[src/rtl/dmem_arbiter_pkg.sv]
// dmem_arbiter_pkg
//   Shared encodings for the data-memory arbiter: the two FSM states, the
//   read-return owner tag values, and a saturating increment helper used by
//   the debug stall counter.
package dmem_arbiter_pkg;

  // Arbiter mode. NORMAL: CPU has priority, host protected by a starvation
  // bound. LOCK: host owns the memory exclusively.
  localparam logic [0:0] ARB_NORMAL = 1'b0;
  localparam logic [0:0] ARB_LOCK   = 1'b1;

  // Who issued the read whose data appears on mem_out this cycle.
  localparam logic [1:0] OWN_NONE = 2'd0;
  localparam logic [1:0] OWN_CPU  = 2'd1;
  localparam logic [1:0] OWN_HOST = 2'd2;

  // Width of the host starvation counter.
  localparam int unsigned WAIT_W = 8;

  // 32-bit increment that sticks at all-ones instead of wrapping.
  function automatic logic [31:0] sat_inc32(input logic [31:0] v);
    return (v == 32'hFFFF_FFFF) ? v : v + 32'd1;
  endfunction

endpackage

[src/rtl/dmem_arbiter.sv]
// dmem_arbiter
//   Shares the single-port synchronous data memory (1-cycle read latency)
//   between the CPU MM-stage port and a host/loader port.
//   - CPU has priority; a host that keeps requesting is granted after at
//     most MAXWAIT denied cycles.
//   - lock_req switches to LOCK mode (one cycle later), where only the host
//     is served and the CPU is held off.
//   - Read data is returned on both rdata buses; a registered owner tag
//     raises the rvalid of the requester that issued the read.
//   - stall_cnt counts CPU request cycles that were not granted (saturating).
//
// Ports
//   clk, rst_n                     clock, async active-low reset
//   cpu_req/we/addr/wdata          CPU request side (req held until granted)
//   cpu_gnt                        CPU accepted this cycle (combinational)
//   cpu_rvalid, cpu_rdata          CPU read return (one cycle after grant)
//   host_*                         same set for the host
//   lock_req, lock_ack             exclusive host mode request / active
//   mem_addr, mem_in, mem_we       to the dmem port
//   mem_out                        dmem read data
//   stall_cnt                      debug: CPU stalled cycles, saturating
module dmem_arbiter
  import dmem_arbiter_pkg::*;
#(
  parameter int unsigned AW      = 32,
  parameter int unsigned DW      = 32,
  parameter int unsigned MAXWAIT = 4
) (
  input  logic          clk,
  input  logic          rst_n,

  input  logic          cpu_req,
  input  logic          cpu_we,
  input  logic [AW-1:0] cpu_addr,
  input  logic [DW-1:0] cpu_wdata,
  output logic          cpu_gnt,
  output logic          cpu_rvalid,
  output logic [DW-1:0] cpu_rdata,

  input  logic          host_req,
  input  logic          host_we,
  input  logic [AW-1:0] host_addr,
  input  logic [DW-1:0] host_wdata,
  output logic          host_gnt,
  output logic          host_rvalid,
  output logic [DW-1:0] host_rdata,

  input  logic          lock_req,
  output logic          lock_ack,

  output logic [AW-1:0] mem_addr,
  output logic [DW-1:0] mem_in,
  output logic          mem_we,
  input  logic [DW-1:0] mem_out,

  output logic [31:0]   stall_cnt
);

  localparam logic [WAIT_W-1:0] MaxWait = WAIT_W'(MAXWAIT);

  logic [0:0]        r_state;
  logic [0:0]        w_state_d;
  logic [1:0]        r_owner;
  logic [1:0]        w_owner_d;
  logic [WAIT_W-1:0] r_wait_cnt;
  logic [WAIT_W-1:0] w_wait_d;
  logic [31:0]       r_stall_cnt;
  logic [31:0]       w_stall_d;

  logic w_cpu_gnt;
  logic w_host_gnt;

  // Grant decision. Gating with rst_n keeps the memory untouched while the
  // arbiter is held in reset, whatever the requesters drive.
  always_comb begin
    w_cpu_gnt  = 1'b0;
    w_host_gnt = 1'b0;
    if (rst_n) begin
      if (r_state == ARB_LOCK) begin
        w_host_gnt = host_req;
      end else begin
        w_host_gnt = host_req && (!cpu_req || (r_wait_cnt == MaxWait));
        w_cpu_gnt  = cpu_req && !w_host_gnt;
      end
    end
  end

  assign cpu_gnt  = w_cpu_gnt;
  assign host_gnt = w_host_gnt;

  // Memory port mux; idle port drives zeros so nothing stray reaches dmem.
  always_comb begin
    mem_addr = '0;
    mem_in   = '0;
    mem_we   = 1'b0;
    if (w_host_gnt) begin
      mem_addr = host_addr;
      mem_in   = host_wdata;
      mem_we   = host_we;
    end else if (w_cpu_gnt) begin
      mem_addr = cpu_addr;
      mem_in   = cpu_wdata;
      mem_we   = cpu_we;
    end
  end

  // Next-state logic.
  always_comb begin
    w_state_d = lock_req ? ARB_LOCK : ARB_NORMAL;

    w_owner_d = OWN_NONE;
    if (w_cpu_gnt && !cpu_we) begin
      w_owner_d = OWN_CPU;
    end else if (w_host_gnt && !host_we) begin
      w_owner_d = OWN_HOST;
    end

    // Consecutive host denials; clamped so it can never pass MaxWait.
    w_wait_d = '0;
    if (host_req && !w_host_gnt) begin
      w_wait_d = (r_wait_cnt >= MaxWait) ? MaxWait : r_wait_cnt + WAIT_W'(1);
    end

    w_stall_d = r_stall_cnt;
    if (cpu_req && !w_cpu_gnt) begin
      w_stall_d = sat_inc32(r_stall_cnt);
    end
  end

  always_ff @(posedge clk or negedge rst_n) begin
    if (!rst_n) begin
      r_state     <= ARB_NORMAL;
      r_owner     <= OWN_NONE;
      r_wait_cnt  <= '0;
      r_stall_cnt <= '0;
    end else begin
      r_state     <= w_state_d;
      r_owner     <= w_owner_d;
      r_wait_cnt  <= w_wait_d;
      r_stall_cnt <= w_stall_d;
    end
  end

  assign lock_ack    = (r_state == ARB_LOCK);
  assign cpu_rvalid  = (r_owner == OWN_CPU);
  assign host_rvalid = (r_owner == OWN_HOST);
  // Both requesters see the raw memory output; rvalid says whose it is.
  assign cpu_rdata   = mem_out;
  assign host_rdata  = mem_out;
  assign stall_cnt   = r_stall_cnt;

endmodule

[config.mk]
export PLATFORM = sky130hd
export DESIGN_NAME = dmem_arbiter
export DESIGN_NICKNAME = d
export VERILOG_FILES = /design/src/rtl/dmem_arbiter_pkg.sv /design/src/rtl/dmem_arbiter.sv
export SDC_FILE = /design/constraint.sdc
export NUM_CORES = 1
export LEC_CHECK = 0
export BUFFER_PORTS_ARGS = -buffer_cell sky130_fd_sc_hd__clkbuf_2
export CORE_AREA = 3 3 127 129
export CTS_BUF_LIST = sky130_fd_sc_hd__clkbuf_8
export DETAILED_ROUTE_END_ITERATION = 10
export DIE_AREA = 0 0 130 132
export PLACE_DENSITY = 0.49
export SETUP_SLACK_MARGIN = 0.2
export SYNTH_ARGS = -nofsm -noshare
export SYNTH_HDL_FRONTEND = slang
export SYNTH_SLANG_ARGS = --single-unit
[constraint.sdc]
create_clock -name clk -period 2.3 [get_ports clk]
set_input_delay 0.23 -clock clk [delete_from_list [all_inputs] [get_ports clk]]
set_output_delay 0.23 -clock clk [all_outputs]
set_load 0.01 [all_outputs]
Word-level counts from Yosys, hierarchy flattened
Index checks and enable logic that the tools add are counted.
{ "op_classes": {"n_bitwise": 1, "addsub": 2, "eq_ne": 4, "order_cmp": 1, "mux": 15, "reduce_logical": 14} }
{ "ops": {"columns": ["operator", "count"], "rows": [
  ["32-bit 2-to-1 mux", 4],
  ["32-bit by 1-bit adder with 32-bit output, second input constant", 1],
  ["32-bit == test, second input constant", 1],
  ["8-bit 2-to-1 mux", 2],
  ["8-bit by 1-bit adder with 8-bit output, second input constant", 1],
  ["8-bit by 3-bit == test with 1-bit output, second input constant", 1],
  ["8-bit by 3-bit greater-or-equal comparator with 1-bit output, second input constant", 1],
  ["1-bit 2-to-1 mux", 7],
  ["1-bit logical AND", 6],
  ["1-bit logical NOT", 6],
  ["2-bit 2-to-1 mux", 2],
  ["2-bit by 1-bit == test with 1-bit output, second input constant", 1],
  ["2-bit == test, second input constant", 1],
  ["2-bit AND reduction", 1],
  ["1-bit logical OR", 1],
  ["1-bit inverter", 1]
]} }
{ "totals": {"elab_cells": 41, "input_bits": 167, "reg_bits": 43} }

Longest topological paths before layout
{ "depth": {"depth_word": 10, "depth_mapped": 9, "ltp_nobuf": 7} }

Worst setup path before layout
No wires, ideal clock.
{ "synth_timing": {"path_kind": "register to output", "startpoint": "reg r_wait_cnt[3]", "endpoint": "out mem_addr[0]", "t_arrival_ps": 1996, "path_stages_with_launch": 8, "required_ps": 2070, "slack_ps": 74, "cell_sequence": "dfrtp_1 -> or4_1 -> nor2_1 -> o21ai_0 -> nor2_1 -> clkbuf_1 -> buf_2 -> a22o_1"} }
{ "synth_via": {"elab_chain_len": 9, "elab_cells_between_ends": 11, "classes_between": "1 x eq/ne; 6 x mux; 4 x reduce/logical"} }
{ "synth_lines": {"columns": ["item", "line", "rtl"], "rows": [
  ["from (decl)", "dmem_arbiter.sv:65", "logic [WAIT_W-1:0] r_wait_cnt;"],
  ["from (signal assigned)", "dmem_arbiter.sv:139", "r_wait_cnt <= w_wait_d;"],
  ["8-bit by 3-bit == test with 1-bit output (*)", "dmem_arbiter.sv:82", "w_host_gnt = host_req && (!cpu_req || (r_wait_cnt == MaxWait));"],
  ["1-bit logical OR (*)", "dmem_arbiter.sv:82", null],
  ["1-bit logical AND (*)", "dmem_arbiter.sv:82", null],
  ["1-bit logical NOT", "dmem_arbiter.sv:83", "w_cpu_gnt = cpu_req && !w_host_gnt;"],
  ["1-bit logical AND", "dmem_arbiter.sv:83", null],
  ["1-bit 2-to-1 mux", "dmem_arbiter.sv:79", "if (r_state == ARB_LOCK) begin"],
  ["1-bit 2-to-1 mux", "dmem_arbiter.sv:78", "if (rst_n) begin"],
  ["32-bit 2-to-1 mux", "dmem_arbiter.sv:100", "end else if (w_cpu_gnt) begin"],
  ["32-bit 2-to-1 mux (*)", "dmem_arbiter.sv:96", "if (w_host_gnt) begin"],
  ["to (decl)", "dmem_arbiter.sv:51", "output logic [AW-1:0] mem_addr,"]
]} }
Every way passes the cells marked *; elsewhere a longest branch is shown, timed or not.

Worst setup path after layout
{ "layout_timing": {"startpoint": "reg r_wait_cnt[3]", "endpoint": "out mem_in[6]"} }
{ "layout_via": {"elab_chain_len": 9, "elab_cells_between_ends": 11, "classes_between": "1 x eq/ne; 6 x mux; 4 x reduce/logical"} }
{ "layout_lines": {"columns": ["item", "line", "rtl"], "rows": [
  ["8-bit by 3-bit == test with 1-bit output (*)", "dmem_arbiter.sv:82", null],
  ["1-bit logical OR (*)", "dmem_arbiter.sv:82", null],
  ["1-bit logical AND (*)", "dmem_arbiter.sv:82", null],
  ["1-bit logical NOT", "dmem_arbiter.sv:83", null],
  ["1-bit logical AND", "dmem_arbiter.sv:83", null],
  ["1-bit 2-to-1 mux", "dmem_arbiter.sv:79", null],
  ["1-bit 2-to-1 mux", "dmem_arbiter.sv:78", null],
  ["32-bit 2-to-1 mux", "dmem_arbiter.sv:100", null],
  ["32-bit 2-to-1 mux (*)", "dmem_arbiter.sv:96", null],
  ["to (decl)", "dmem_arbiter.sv:52", "output logic [DW-1:0] mem_in,"]
]} }
Marked as above.

==> key figures <==
Outcome
  • Outcome: finished, violations left
  • Failing checks: negative setup slack

Global routing
  • Global-route wire length before repair: 26680 um
  • Initial antenna violation count: 1
  • Number of global-route vias before repair: 3748
  • GRT Overall Usage: 21.60%
  • GRT overflow: 0
  • Largest net degree at the start of global routing: 32

Min path
  • Hold path start: lock_req
  • Hold crit path type: primary input to flip-flop

Final layout
  • Commonest non-fill, non-tap cell in the layout: clkbuf_2
  • Finished Cell Area: 0.005628 mm2
  • Multi-input logic area: 0.002033 mm2
  • Storage element area: 0.001080 mm2
  • Most frequent cells in the layout: clkbuf_2 (183), a22o_1 (51), buf_4 (43)
  • Area Growth Syn to Fin: 77.65%
  • Layout cells sized above 1: 66.02%
  • Final Util: 37.16%
  • Final Non-Filler Cells: 754
  • Final Net Count: 734
  • Fillers: 1542

Synth
  • Ys Warns: 0
  • Synth Register Bits: 43
  • Share of the yosys chip area belonging to registers: 33.97%
  • Unique masters post-synth: 43
  • Syn Area/Cell: 9.485 um2
  • Synth Cell Area: 0.003168 mm2
  • Synth Instances: 334

Drt
  • Vias: 3541
  • Antenna Nets Post-Route: 0
  • Routed vias/inst: 4.696
  • TritonRoute pass-1 iters: 4
  • DR iter-0 viols: 126
  • DRC viols: 0
  • Routed WL: 19410 um
  • Drt wl/cell: 25.74 um

CTS
  • H-tree levels: 2
  • CTS clock-pin slew for the worst setup and hold paths: 90 ps
  • CTS tree: yes
  • Cts bufs inserted: 5
  • Clk sinks: 43
  • Clock buffer depth: 2
  • Root Buffer: clkbuf_8
  • Clock latency on the worst-skew pair: 310 ps

Placed design
  • Placed cell area: 0.004312 mm2
  • # placed instances: 703
  • Routability cong.: 0.9400
  • I/O Buffers: 236
  • HPWL after DPL: 15730 um

Worst setup path
  • Worst Setup SP: r_wait_cnt[3]
  • Crit path arrival time: 2270 ps
  • Worst setup SP type: flip-flop
  • CP Class: flip-flop to primary output
  • Crit path required time: 2070 ps
  • CP endpoint kind: primary output
  • Crit path max fanout: 7
  • FF-to-FF Start: r_wait_cnt[3]

Floorplanning
  • IO Pins: 333
  • Core ar.: 0.01515 mm2
  • DIE HEIGHT: 132 um
  • Initial core utilization: 20.92%
  • Die footprint: 0.01716 mm2
  • Chip width: 130 um
  • Row count: 45

Pwr
  • Max VDD drop: 0.4475 mV
  • Total power: 2.584 mW
  • Pleak: 2.764 nW
  • Cell Pwr Density: 459.2 mW/mm2

STA
  • Final Hold Violating Endpoints: 0
  • Max Slew Vio Count: 0
  • Fmax: 0.3999 GHz
  • Fin crit period: 2501 ps
  • Worst-Margin Slew: 580.9 ps
  • Unrepaired setup endpoints after global routing: yes
  • Rel. slew slack: 61.14%
  • Final setup skew: 8.839 ps
  • Number of setup violations in the final report: 90
  • Fin crit share: 108.7%
  • Setup TNS Final: -11600 ps
  • Final worst slack: -200.6 ps

Flow run
  • Max-Cap Viols: 0
area by class of cell:
class,count,share of cell area [%]
sequential,43,19.19
clock buffer,6,1.467
antenna,1,0.04446
multi-input combinational,201,36.13
tap,188,4.180
clock inverter,2,0.2223
timing repair buffer,304,38.17
inverter,9,0.6003
sequential cells by signal, indices dropped and copies added (netlist names):
signal,flops
r_wait_cnt,8
stall_cnt,32
r_owner,2
lock_ack,1
synth_stat cells (all sizes together):
master	n	share of area [%]
a211oi	1	0.24
nor2b	3	0.59
nor4b	1	0.28
dfrtp	43	34
nor4	15	3.0
clkbuf	13	1.6
o21ai	1	0.16
xor2	23	6.4
a22o	65	18
o311ai	1	0.51
or4	3	0.71
nand4	7	1.4
conb	1	0.12
o311a	1	0.32
ha	3	1.2
inv	9	1.1
and2	4	0.83
nor3b	1	0.24
nand4b	1	0.28
mux2	2	0.71
mux2i	1	0.32
nor3	12	2.4
nand2b	1	0.20
a2111o	1	0.36
and4	2	0.59
nand3	10	1.6
buf	72	17
nand2	14	1.7
xnor2	6	1.7
nor2	9	1.1
nand3b	1	0.24
or3	7	1.6
power by group:
group          switching, mW  total [mW]  internal (mW)
combinational          0.515        1.05          0.536
clock                  0.281       0.523          0.242
sequential             0.144        1.01          0.867
total                  0.940        2.58           1.64
stage by stage:
stage	hold slack, ps	worst slack (ps)
2_1_floorplan	-65.59	212.5
3_3_place_gp	248.3	-319.0
3_5_place_dp	249.1	-291.9
4_1_cts	24.73	-226.2
5_1_grt	13.56	-292.2
6_report	27.08	-200.6
path summary, 6_finish.rpt:
kind	to	slack, ps	depth (start not counted)
max	mem_in[6]	-200	8
min	lock_ack	30	1
max reg2reg	stall_cnt[31]	-140	8
min reg2reg	stall_cnt[19]	500	1
max in group asynchronous	stall_cnt[8]	1260	3
min in group asynchronous	r_wait_cnt[1]	160	3
worst max-delay path, cell delays in order, from the launching register on:
cell     delay [ps]
dfrtp_1         390
or4_4           560
nor2_4          130
o21ai_4          70
nor2_4          180
buf_12          190
buf_4           130
a22o_1          170
buf_2           150
per-layer routing:
layer	global-route usage (%)	wire length [um]	up-vias
met5	0	0	-
met4	6.120	498	0
met3	15.48	3402	31
met2	31.78	8397	176
met1	25.02	7109	1718
li1	-	-	1616
logic make-up (layout without fill, tap and decap cells):
| group | after synthesis | in the layout | share of synthesized area (%) |
|---|---|---|---|
| AO/OA/AOI/OAI | 70 | 70 | 19.55 |
| XOR/XNOR | 29 | 29 | 8.017 |
| adder cells (fa/ha/maj) | 3 | 3 | 1.185 |
| buffers and inverters | 94 | 321 | 19.43 |
| flip-flops | 43 | 43 | 33.97 |
| multiplexers | 3 | 3 | 1.027 |
| other | 1 | 6 | 0.1184 |
| AND/OR/NAND/NOR | 91 | 91 | 16.71 |
what timing repair did:
item / CTS / global route
cloned: 6 / 2
gates resized for setup: 102 / 66
setup buffers: 21 / 12
endpoints found under the setup margin: 100 / 99
endpoints found under the hold margin: 13 / 0
hold buffers: 1 / 0
pin swaps: 64 / 36
No activity file was read; power rests on OpenSTA's default activity.
